--- src/rtl/bomb_controller_pkg.sv ---
// Shared game types: controller states, tile directions (same code as bomberman cd),
// arena origin and tile geometry used to snap sprite positions onto the bomb grid.
package bomb_controller_pkg;

  typedef enum logic [1:0] {
    ST_IDLE    = 2'd0,
    ST_ARMED   = 2'd1,
    ST_CLEAR   = 2'd2,
    ST_EXPLODE = 2'd3
  } state_e;

  typedef enum logic [1:0] {
    DIR_U = 2'b00,
    DIR_R = 2'b01,
    DIR_D = 2'b10,
    DIR_L = 2'b11
  } dir_e;

  localparam logic [9:0] ARENA_X0   = 10'd48;
  localparam logic [9:0] ARENA_Y0   = 10'd32;
  localparam int         TILE_SIZE  = 16;
  localparam int         TILE_SHIFT = $clog2(TILE_SIZE);

  // Offsets from sprite top-left to hitbox centre.
  localparam logic [9:0] HIT_CX = 10'd8;
  localparam logic [9:0] HIT_CY = 10'd16;

  // All terms are 10 bit, so positions left of the origin wrap like the original.
  function automatic logic [9:0] tile_align(input logic [9:0] pos,
                                            input logic [9:0] ctr,
                                            input logic [9:0] org);
    logic [9:0] rel;
    rel = pos + ctr - org;
    return org + ((rel >> TILE_SHIFT) << TILE_SHIFT);
  endfunction

  function automatic logic [1:0] anim_frame(input logic [1:0] phase);
    return (phase == 2'd3) ? 2'd1 : phase;
  endfunction

endpackage

--- src/rtl/bomb_controller_if.sv ---
// Game-side signals of the bomb controller; slave is the controller, master the game logic.
interface bomb_controller_if;
  import bomb_controller_pkg::*;

  logic       place;
  logic       chain;
  logic       gameover;
  logic [9:0] x_b;
  logic [9:0] y_b;
  logic       blk_ack;

  logic       bomb_active;
  logic       exp_active;
  logic [9:0] bomb_x;
  logic [9:0] bomb_y;
  logic [1:0] bomb_frame;
  logic       blk_req;
  dir_e       blk_dir;
  logic       busy;

  modport master (
    output place, chain, gameover, x_b, y_b, blk_ack,
    input  bomb_active, exp_active, bomb_x, bomb_y, bomb_frame, blk_req, blk_dir, busy
  );

  modport slave (
    input  place, chain, gameover, x_b, y_b, blk_ack,
    output bomb_active, exp_active, bomb_x, bomb_y, bomb_frame, blk_req, blk_dir, busy
  );

endinterface

--- src/rtl/bomb_controller_timer.sv ---
// Loadable down-counter shared by the fuse and the explosion; done pulses while running at zero.
// Load wins over counting; freeze holds the value and suppresses done.
module bomb_timer #(
  parameter int W = 8
) (
  input  logic         clk,
  input  logic         rst_ni,
  input  logic         load_i,
  input  logic [W-1:0] load_val_i,
  input  logic         run_i,
  input  logic         freeze_i,
  output logic         done_o
);

  logic [W-1:0] cnt_q, cnt_d;
  logic         step;

  assign step = run_i & ~freeze_i;

  always_comb begin
    cnt_d = cnt_q;
    if (load_i) begin
      cnt_d = load_val_i;
    end else if (step && (cnt_q != '0)) begin
      cnt_d = cnt_q - W'(1);
    end
  end

  always_ff @(posedge clk) begin
    if (!rst_ni) begin
      cnt_q <= '0;
    end else begin
      cnt_q <= cnt_d;
    end
  end

  assign done_o = step & (cnt_q == '0);

endmodule

--- src/rtl/bomb_controller.sv ---
// Bomb lifecycle: place -> fuse (ARMED) -> clear four neighbour tiles (CLEAR) -> explosion.
// Placement takes effect one clk after the place edge; block-map clears wait on blk_ack.
module bomb_controller
  import bomb_controller_pkg::*;
#(
  parameter int FUSE_CNT = 150000000,
  parameter int EXP_CNT  = 50000000,
  parameter int ANIM_CNT = 12500000
) (
  input logic               clk,
  input logic               reset,
  bomb_controller_if.slave  bus
);

  localparam int TMAX = (FUSE_CNT > EXP_CNT) ? FUSE_CNT : EXP_CNT;
  localparam int TW   = $clog2(TMAX + 1);
  localparam int AW   = $clog2(ANIM_CNT + 1);

  localparam logic [TW-1:0] FUSE_LD   = TW'(FUSE_CNT - 1);
  localparam logic [TW-1:0] EXP_LD    = TW'(EXP_CNT - 1);
  localparam logic [AW-1:0] ANIM_LAST = AW'(ANIM_CNT - 1);

  state_e        state_q, state_d;
  logic          place_q;
  logic [9:0]    bomb_x_q, bomb_x_d;
  logic [9:0]    bomb_y_q, bomb_y_d;
  dir_e          dir_q, dir_d;
  logic          gap_q, gap_d;
  logic [AW-1:0] anim_q, anim_d;
  logic [1:0]    phase_q, phase_d;

  logic          place_edge;
  logic          tmr_load;
  logic [TW-1:0] tmr_val;
  logic          tmr_run;
  logic          tmr_freeze;
  logic          tmr_done;

  assign place_edge = bus.place & ~place_q;
  assign tmr_freeze = bus.gameover & (state_q == ST_ARMED);

  bomb_timer #(
    .W (TW)
  ) u_timer (
    .clk        (clk),
    .rst_ni     (reset),
    .load_i     (tmr_load),
    .load_val_i (tmr_val),
    .run_i      (tmr_run),
    .freeze_i   (tmr_freeze),
    .done_o     (tmr_done)
  );

  always_comb begin
    state_d  = state_q;
    bomb_x_d = bomb_x_q;
    bomb_y_d = bomb_y_q;
    dir_d    = dir_q;
    gap_d    = gap_q;
    anim_d   = anim_q;
    phase_d  = phase_q;
    tmr_load = 1'b0;
    tmr_val  = FUSE_LD;
    tmr_run  = 1'b0;

    unique case (state_q)
      ST_IDLE: begin
        if (place_edge && !bus.gameover) begin
          state_d  = ST_ARMED;
          bomb_x_d = tile_align(bus.x_b, HIT_CX, ARENA_X0);
          bomb_y_d = tile_align(bus.y_b, HIT_CY, ARENA_Y0);
          tmr_load = 1'b1;
          tmr_val  = FUSE_LD;
          anim_d   = '0;
          phase_d  = 2'd0;
        end
      end

      ST_ARMED: begin
        tmr_run = 1'b1;
        if (bus.chain || tmr_done) begin
          state_d = ST_CLEAR;
          dir_d   = DIR_U;
          gap_d   = 1'b0;
        end else if (!bus.gameover) begin
          if (anim_q == ANIM_LAST) begin
            anim_d  = '0;
            phase_d = phase_q + 2'd1;
          end else begin
            anim_d = anim_q + AW'(1);
          end
        end
      end

      ST_CLEAR: begin
        // One idle cycle after every acknowledge separates consecutive requests.
        if (gap_q) begin
          gap_d = 1'b0;
        end else if (bus.blk_ack) begin
          if (dir_q == DIR_L) begin
            state_d  = ST_EXPLODE;
            tmr_load = 1'b1;
            tmr_val  = EXP_LD;
          end else begin
            dir_d = dir_e'(dir_q + 2'd1);
            gap_d = 1'b1;
          end
        end
      end

      ST_EXPLODE: begin
        tmr_run = 1'b1;
        if (tmr_done) begin
          state_d = ST_IDLE;
        end
      end

      default: state_d = ST_IDLE;
    endcase
  end

  always_ff @(posedge clk) begin
    if (!reset) begin
      state_q  <= ST_IDLE;
      // Sampling the button here means a press held across reset is not an edge.
      place_q  <= bus.place;
      bomb_x_q <= ARENA_X0;
      bomb_y_q <= ARENA_Y0;
      dir_q    <= DIR_U;
      gap_q    <= 1'b0;
      anim_q   <= '0;
      phase_q  <= 2'd0;
    end else begin
      state_q  <= state_d;
      place_q  <= bus.place;
      bomb_x_q <= bomb_x_d;
      bomb_y_q <= bomb_y_d;
      dir_q    <= dir_d;
      gap_q    <= gap_d;
      anim_q   <= anim_d;
      phase_q  <= phase_d;
    end
  end

  assign bus.bomb_active = (state_q == ST_ARMED);
  assign bus.exp_active  = (state_q == ST_EXPLODE);
  assign bus.busy        = (state_q != ST_IDLE);
  assign bus.bomb_x      = bomb_x_q;
  assign bus.bomb_y      = bomb_y_q;
  assign bus.bomb_frame  = (state_q == ST_ARMED) ? anim_frame(phase_q) : 2'd0;
  assign bus.blk_req     = (state_q == ST_CLEAR) & ~gap_q;
  assign bus.blk_dir     = (state_q == ST_CLEAR) ? dir_q : DIR_U;

endmodule

--- src/flat_wrapper.sv ---
// flat-port wrapper written by rule: the top's interface ports become plain ports
module bomb_controller_flat import bomb_controller_pkg::*;
#(
  parameter int FUSE_CNT = 150000000,
  parameter int EXP_CNT  = 50000000,
  parameter int ANIM_CNT = 12500000
)
  (clk, reset, bus_place, bus_chain, bus_gameover, bus_x_b, bus_y_b, bus_blk_ack, bus_bomb_active, bus_exp_active, bus_bomb_x, bus_bomb_y, bus_bomb_frame, bus_blk_req, bus_blk_dir, bus_busy);
  bomb_controller_if bus_i ();
  input logic clk;
  input logic reset;
  input wire logic [$bits(bus_i.place)-1:0] bus_place;
  input wire logic [$bits(bus_i.chain)-1:0] bus_chain;
  input wire logic [$bits(bus_i.gameover)-1:0] bus_gameover;
  input wire logic [$bits(bus_i.x_b)-1:0] bus_x_b;
  input wire logic [$bits(bus_i.y_b)-1:0] bus_y_b;
  input wire logic [$bits(bus_i.blk_ack)-1:0] bus_blk_ack;
  output wire logic [$bits(bus_i.bomb_active)-1:0] bus_bomb_active;
  output wire logic [$bits(bus_i.exp_active)-1:0] bus_exp_active;
  output wire logic [$bits(bus_i.bomb_x)-1:0] bus_bomb_x;
  output wire logic [$bits(bus_i.bomb_y)-1:0] bus_bomb_y;
  output wire logic [$bits(bus_i.bomb_frame)-1:0] bus_bomb_frame;
  output wire logic [$bits(bus_i.blk_req)-1:0] bus_blk_req;
  output wire logic [$bits(bus_i.blk_dir)-1:0] bus_blk_dir;
  output wire logic [$bits(bus_i.busy)-1:0] bus_busy;
  assign bus_i.place = bus_place;
  assign bus_i.chain = bus_chain;
  assign bus_i.gameover = bus_gameover;
  assign bus_i.x_b = bus_x_b;
  assign bus_i.y_b = bus_y_b;
  assign bus_i.blk_ack = bus_blk_ack;
  assign bus_bomb_active = bus_i.bomb_active;
  assign bus_exp_active = bus_i.exp_active;
  assign bus_bomb_x = bus_i.bomb_x;
  assign bus_bomb_y = bus_i.bomb_y;
  assign bus_bomb_frame = bus_i.bomb_frame;
  assign bus_blk_req = bus_i.blk_req;
  assign bus_blk_dir = bus_i.blk_dir;
  assign bus_busy = bus_i.busy;
  bomb_controller #(.FUSE_CNT(FUSE_CNT), .EXP_CNT(EXP_CNT), .ANIM_CNT(ANIM_CNT)) u_core (.clk(clk), .reset(reset), .bus(bus_i));
endmodule
--- config.mk ---
export PLATFORM = sky130hd
export DESIGN_NAME = bomb_controller_flat
export DESIGN_NICKNAME = d
export VERILOG_FILES = /design/src/rtl/bomb_controller_pkg.sv /design/src/rtl/bomb_controller_if.sv /design/src/rtl/bomb_controller_timer.sv /design/src/rtl/bomb_controller.sv /design/src/flat_wrapper.sv
export SDC_FILE = /design/constraint.sdc
export NUM_CORES = 1
export LEC_CHECK = 0
export ABC_AREA = 1
export BUFFER_PORTS_ARGS = -buffer_cell sky130_fd_sc_hd__buf_4
export CORE_UTILIZATION = 59
export CTS_CLUSTER_DIAMETER = 150
export DETAILED_ROUTE_END_ITERATION = 7
export PLACE_DENSITY = 0.79
export SYNTH_ARGS = -nofsm -noshare
export SYNTH_HDL_FRONTEND = slang
export SYNTH_HIERARCHICAL = 1
export SYNTH_SLANG_ARGS = --single-unit
--- constraint.sdc ---
create_clock -name clk -period 2.6 [get_ports clk]
set_input_delay 0.13 -clock clk [delete_from_list [all_inputs] [get_ports clk]]
set_output_delay 0.13 -clock clk [all_outputs]
set_load 0.05 [all_outputs]
==> reports/metrics.csv <==
stage,metric,value,unit
sta,setup_viol,0,
layout,final_common_cell,nand2_1,
worst_hold_path,hold_class,input pin to flip-flop,
power,vdd_ir_drop_max,0.6541,mV
routing,via_per_inst,5.233,
layout,antennaDiodeCount,0,
synth,synth-main-ff-cell,dfxtp_1,
setup_path,critPathRequiredTime,2.89,ns
floorplanning,start_util,60.50,%
sta,tns,0,ns
global_routing,gr-total-overflow,0,
sta,fin_crit,2.303,ns
run_status,status,"complete, no violations",
clocking,cts_tree,built,
sta,slew_viol_final,0,
global_routing,grt_max_degree,30,
setup_path,worstPathCellList,"inv_1, ha_1, nand4_1, nor4_2, nand3_1, nor3_2, nor2_1, nand3_1, nand2_2, nand2_4, inv_2, nand2_4, nand2_8, inv_2, nand2_1, nor2_1",
place,place_inst,997,
synth,synth_cells,844,
clocking,clock_sinks,72,
layout,area_delta_synth_final,11.42,%
clocking,clk_pin_slew,0.07,ns
floorplanning,io_pins,54,
global_routing,antenna_found_initial,0,
clocking,post_cts_buffers,0,
sta,max_freq,0.4342,GHz
floorplanning,die_w,96.33,um
floorplanning,placementRows,34,
power,power_density,1169,nW/um2
setup_path,slowest_delay,0.31,ns
floorplanning,dieArea,9279,um2
setup_path,crit_fanout,18,
layout,final_cells,1015,
synth,synth_edf_count,0,
clocking,cts_buffers,9,
routing,ant_nets,0,
synth,seq_area_frac_synth,27.45,%
setup_path,path_buf_inv,3,
place,hpwl,9184,um
sta,rsz0062_at_grt,false,
sta,hold_viol,0,
synth,syn_area_per_cell,6.220,um2
global_routing,track_usage,28.28,%
place,routabilityCongestion,0.9091,
setup_path,critPathLaunchType,flip-flop,
floorplanning,die_height,96.33,um
sta,post-route-period-util,88.58,%
routing,vias,5312,
run,maxCapViolCount,0,
synth,synthArstFlopShare,0,%
layout,drive_above_1_share,14.66,%
setup_path,crit_arrival,2.59,ns
sta,worst_pin_slew,0.7644,ns
routing,route.detailed.drc,0,
synth,synth-seq-cells,72,
setup_path,crit_type,flip-flop to flip-flop,
setup_path,slowest_stage,dfxtp_1,
power,power.leakage,0.002852,uW
layout,fin_nets,942,
clocking,cts-root-buf,clkbuf_8,
global_routing,grt_first_pass_wirelength,20620,um
clocking,clockBufferDepth,2,
global_routing,grt_pass1_vias,4808,
routing,routed_wl,12290,um
routing,wire_per_inst,12.10,um
place,port_buffers,38,
routing,dr.first_iter.drc_count,328,
synth,synth-warning-count,6,
sta,finClkSkew,0.01068,ns
synth,syn_area,5250,um2
routing,dr.pass1.iters,5,
synth,synth.distinct_cells,48,
layout,final_cell_mix,"211 x nand2_1, 141 x nor2_1, 100 x inv_1",
setup_path,cp-end-kind,flip-flop,
clocking,htreeDepth,3,
clocking,worst_skew_pair.late_latency,0.35,ns
sta,slew-limit-headroom,48.99,%
floorplanning,fp.coreArea,8678,um2
setup_path,critPathTopFamily,simple AND/OR/NAND/NOR gates,
==> state kept, by name, indices dropped and copies added (netlist names) <==
register / flops
u_core/dir_q: 2
u_core/gap_q: 1
u_core/phase_q: 2
u_core/place_q: 1
u_core/bus.bomb_x: 6
u_core/state_q: 2
u_core/bus.bomb_y: 6
u_core/u_timer/cnt_q: 28
u_core/anim_q: 24
==> final cells by class <==
| cell class | instances | area, um2 |
|---|---|---|
| inverter | 112 | 420.4 |
| sequential | 72 | 1441 |
| clock buffer | 11 | 141.4 |
| timing repair buffer | 48 | 365.4 |
| clock inverter | 5 | 56.30 |
| fill | 791 | 2829 |
| tap | 108 | 135.1 |
| multi-input combinational | 659 | 3289 |
==> final timing paths <==
| path | slack, ns | end | depth (start not counted) | start |
|---|---|---|---|---|
| max | 0.30 | u_core/anim_q[20] | 16 | u_core/u_timer/cnt_q[0] |
| min | 0.11 | u_core/bus.bomb_x[4] | 2 | reset |
| max reg2reg | 0.30 | u_core/anim_q[20] | 16 | u_core/u_timer/cnt_q[0] |
| min reg2reg | 0.47 | u_core/u_timer/cnt_q[0] | 2 | u_core/u_timer/cnt_q[0] |
==> cell usage after synthesis, types with 2 or more instances <==
cell type | n | area share [%]
nand2_2 | 10 | 1.2
nor2_1 | 142 | 10
inv_2 | 11 | 0.79
nor3_1 | 10 | 0.95
o21bai_1 | 2 | 0.29
nand3_1 | 82 | 7.8
conb_1 | 2 | 0.14
o211ai_1 | 2 | 0.29
buf_2 | 4 | 0.38
o21ai_1 | 4 | 0.38
ha_1 | 14 | 3.3
a21o_1 | 2 | 0.29
nor2_2 | 22 | 2.6
inv_1 | 100 | 7.1
nand2_4 | 5 | 1.1
nor3_2 | 5 | 0.95
buf_4 | 8 | 1.1
dfxtp_1 | 72 | 27
a21oi_1 | 28 | 2.7
nor2_4 | 4 | 0.86
a31oi_1 | 2 | 0.24
nand3_2 | 2 | 0.38
buf_6 | 7 | 1.5
a21boi_0 | 3 | 0.43
and3_1 | 2 | 0.24
nand2_1 | 211 | 15
nand4_1 | 16 | 1.9
or2_2 | 3 | 0.36
o21ai_0 | 24 | 2.3
nand3b_1 | 2 | 0.29
nand2_8 | 2 | 0.76
xnor2_1 | 4 | 0.67
xor2_1 | 16 | 2.7
clkbuf_1 | 7 | 0.50
==> timing repair <==
action                     in CTS  in global routing
hold buffers                    2                  0
hold endpoints to repair        2                  0
setup endpoints to repair       0                 20
gates resized for setup         0                  4
==> routing by layer <==
| metal | vias to the layer above | global-route usage (%) | routed length (um) | share of wire, % |
|---|---|---|---|---|
| met5 | - | 0 | 0 | 0 |
| met4 | 0 | 8.701 | 108 | 0.88 |
| li1 | 2729 | - | - | - |
| met3 | 13 | 5.608 | 698 | 5.7 |
| met1 | 2419 | 35.79 | 5613 | 46 |
| met2 | 151 | 48.29 | 5866 | 48 |
==> where the power goes <==
group	internal, uW	switching, uW	leakage, uW
Clock	468	441	0.0000993
Sequential	1340	267	0.000585
Combinational	1450	2880	0.00217
==> cells by family (layout without fill, tap and decap cells) <==
family          count (synthesis)  in the layout  synth area share (%)
compound gates                 71             71                 7.555
flops                          72             72                 27.45
other cells                     2             30                0.1430
fa+ha+maj                      14             14                 3.337
xor+xnor                       20             20                 3.336
simple gates                  524            524                 45.88
buf+inv                       141            176                 12.30
==> per-stage QoR <==
stage	setup slack, ns	total power [uW]	hold WS, ns	util, %	area [um2]
global placement	0.2692	5730	0.2469	64.65	5610
detailed placement	0.1565	5852	0.2487	64.65	5610
finish	0.2970	6840	0.1074	67.40	5849
CTS	0.1222	6784	0.09425	67.16	5828
floorplan	0.3094	5129	0.1577	-	5355
global route	0.01882	7529	0.09912	67.40	5849
Power figures use the tool's default switching activity.
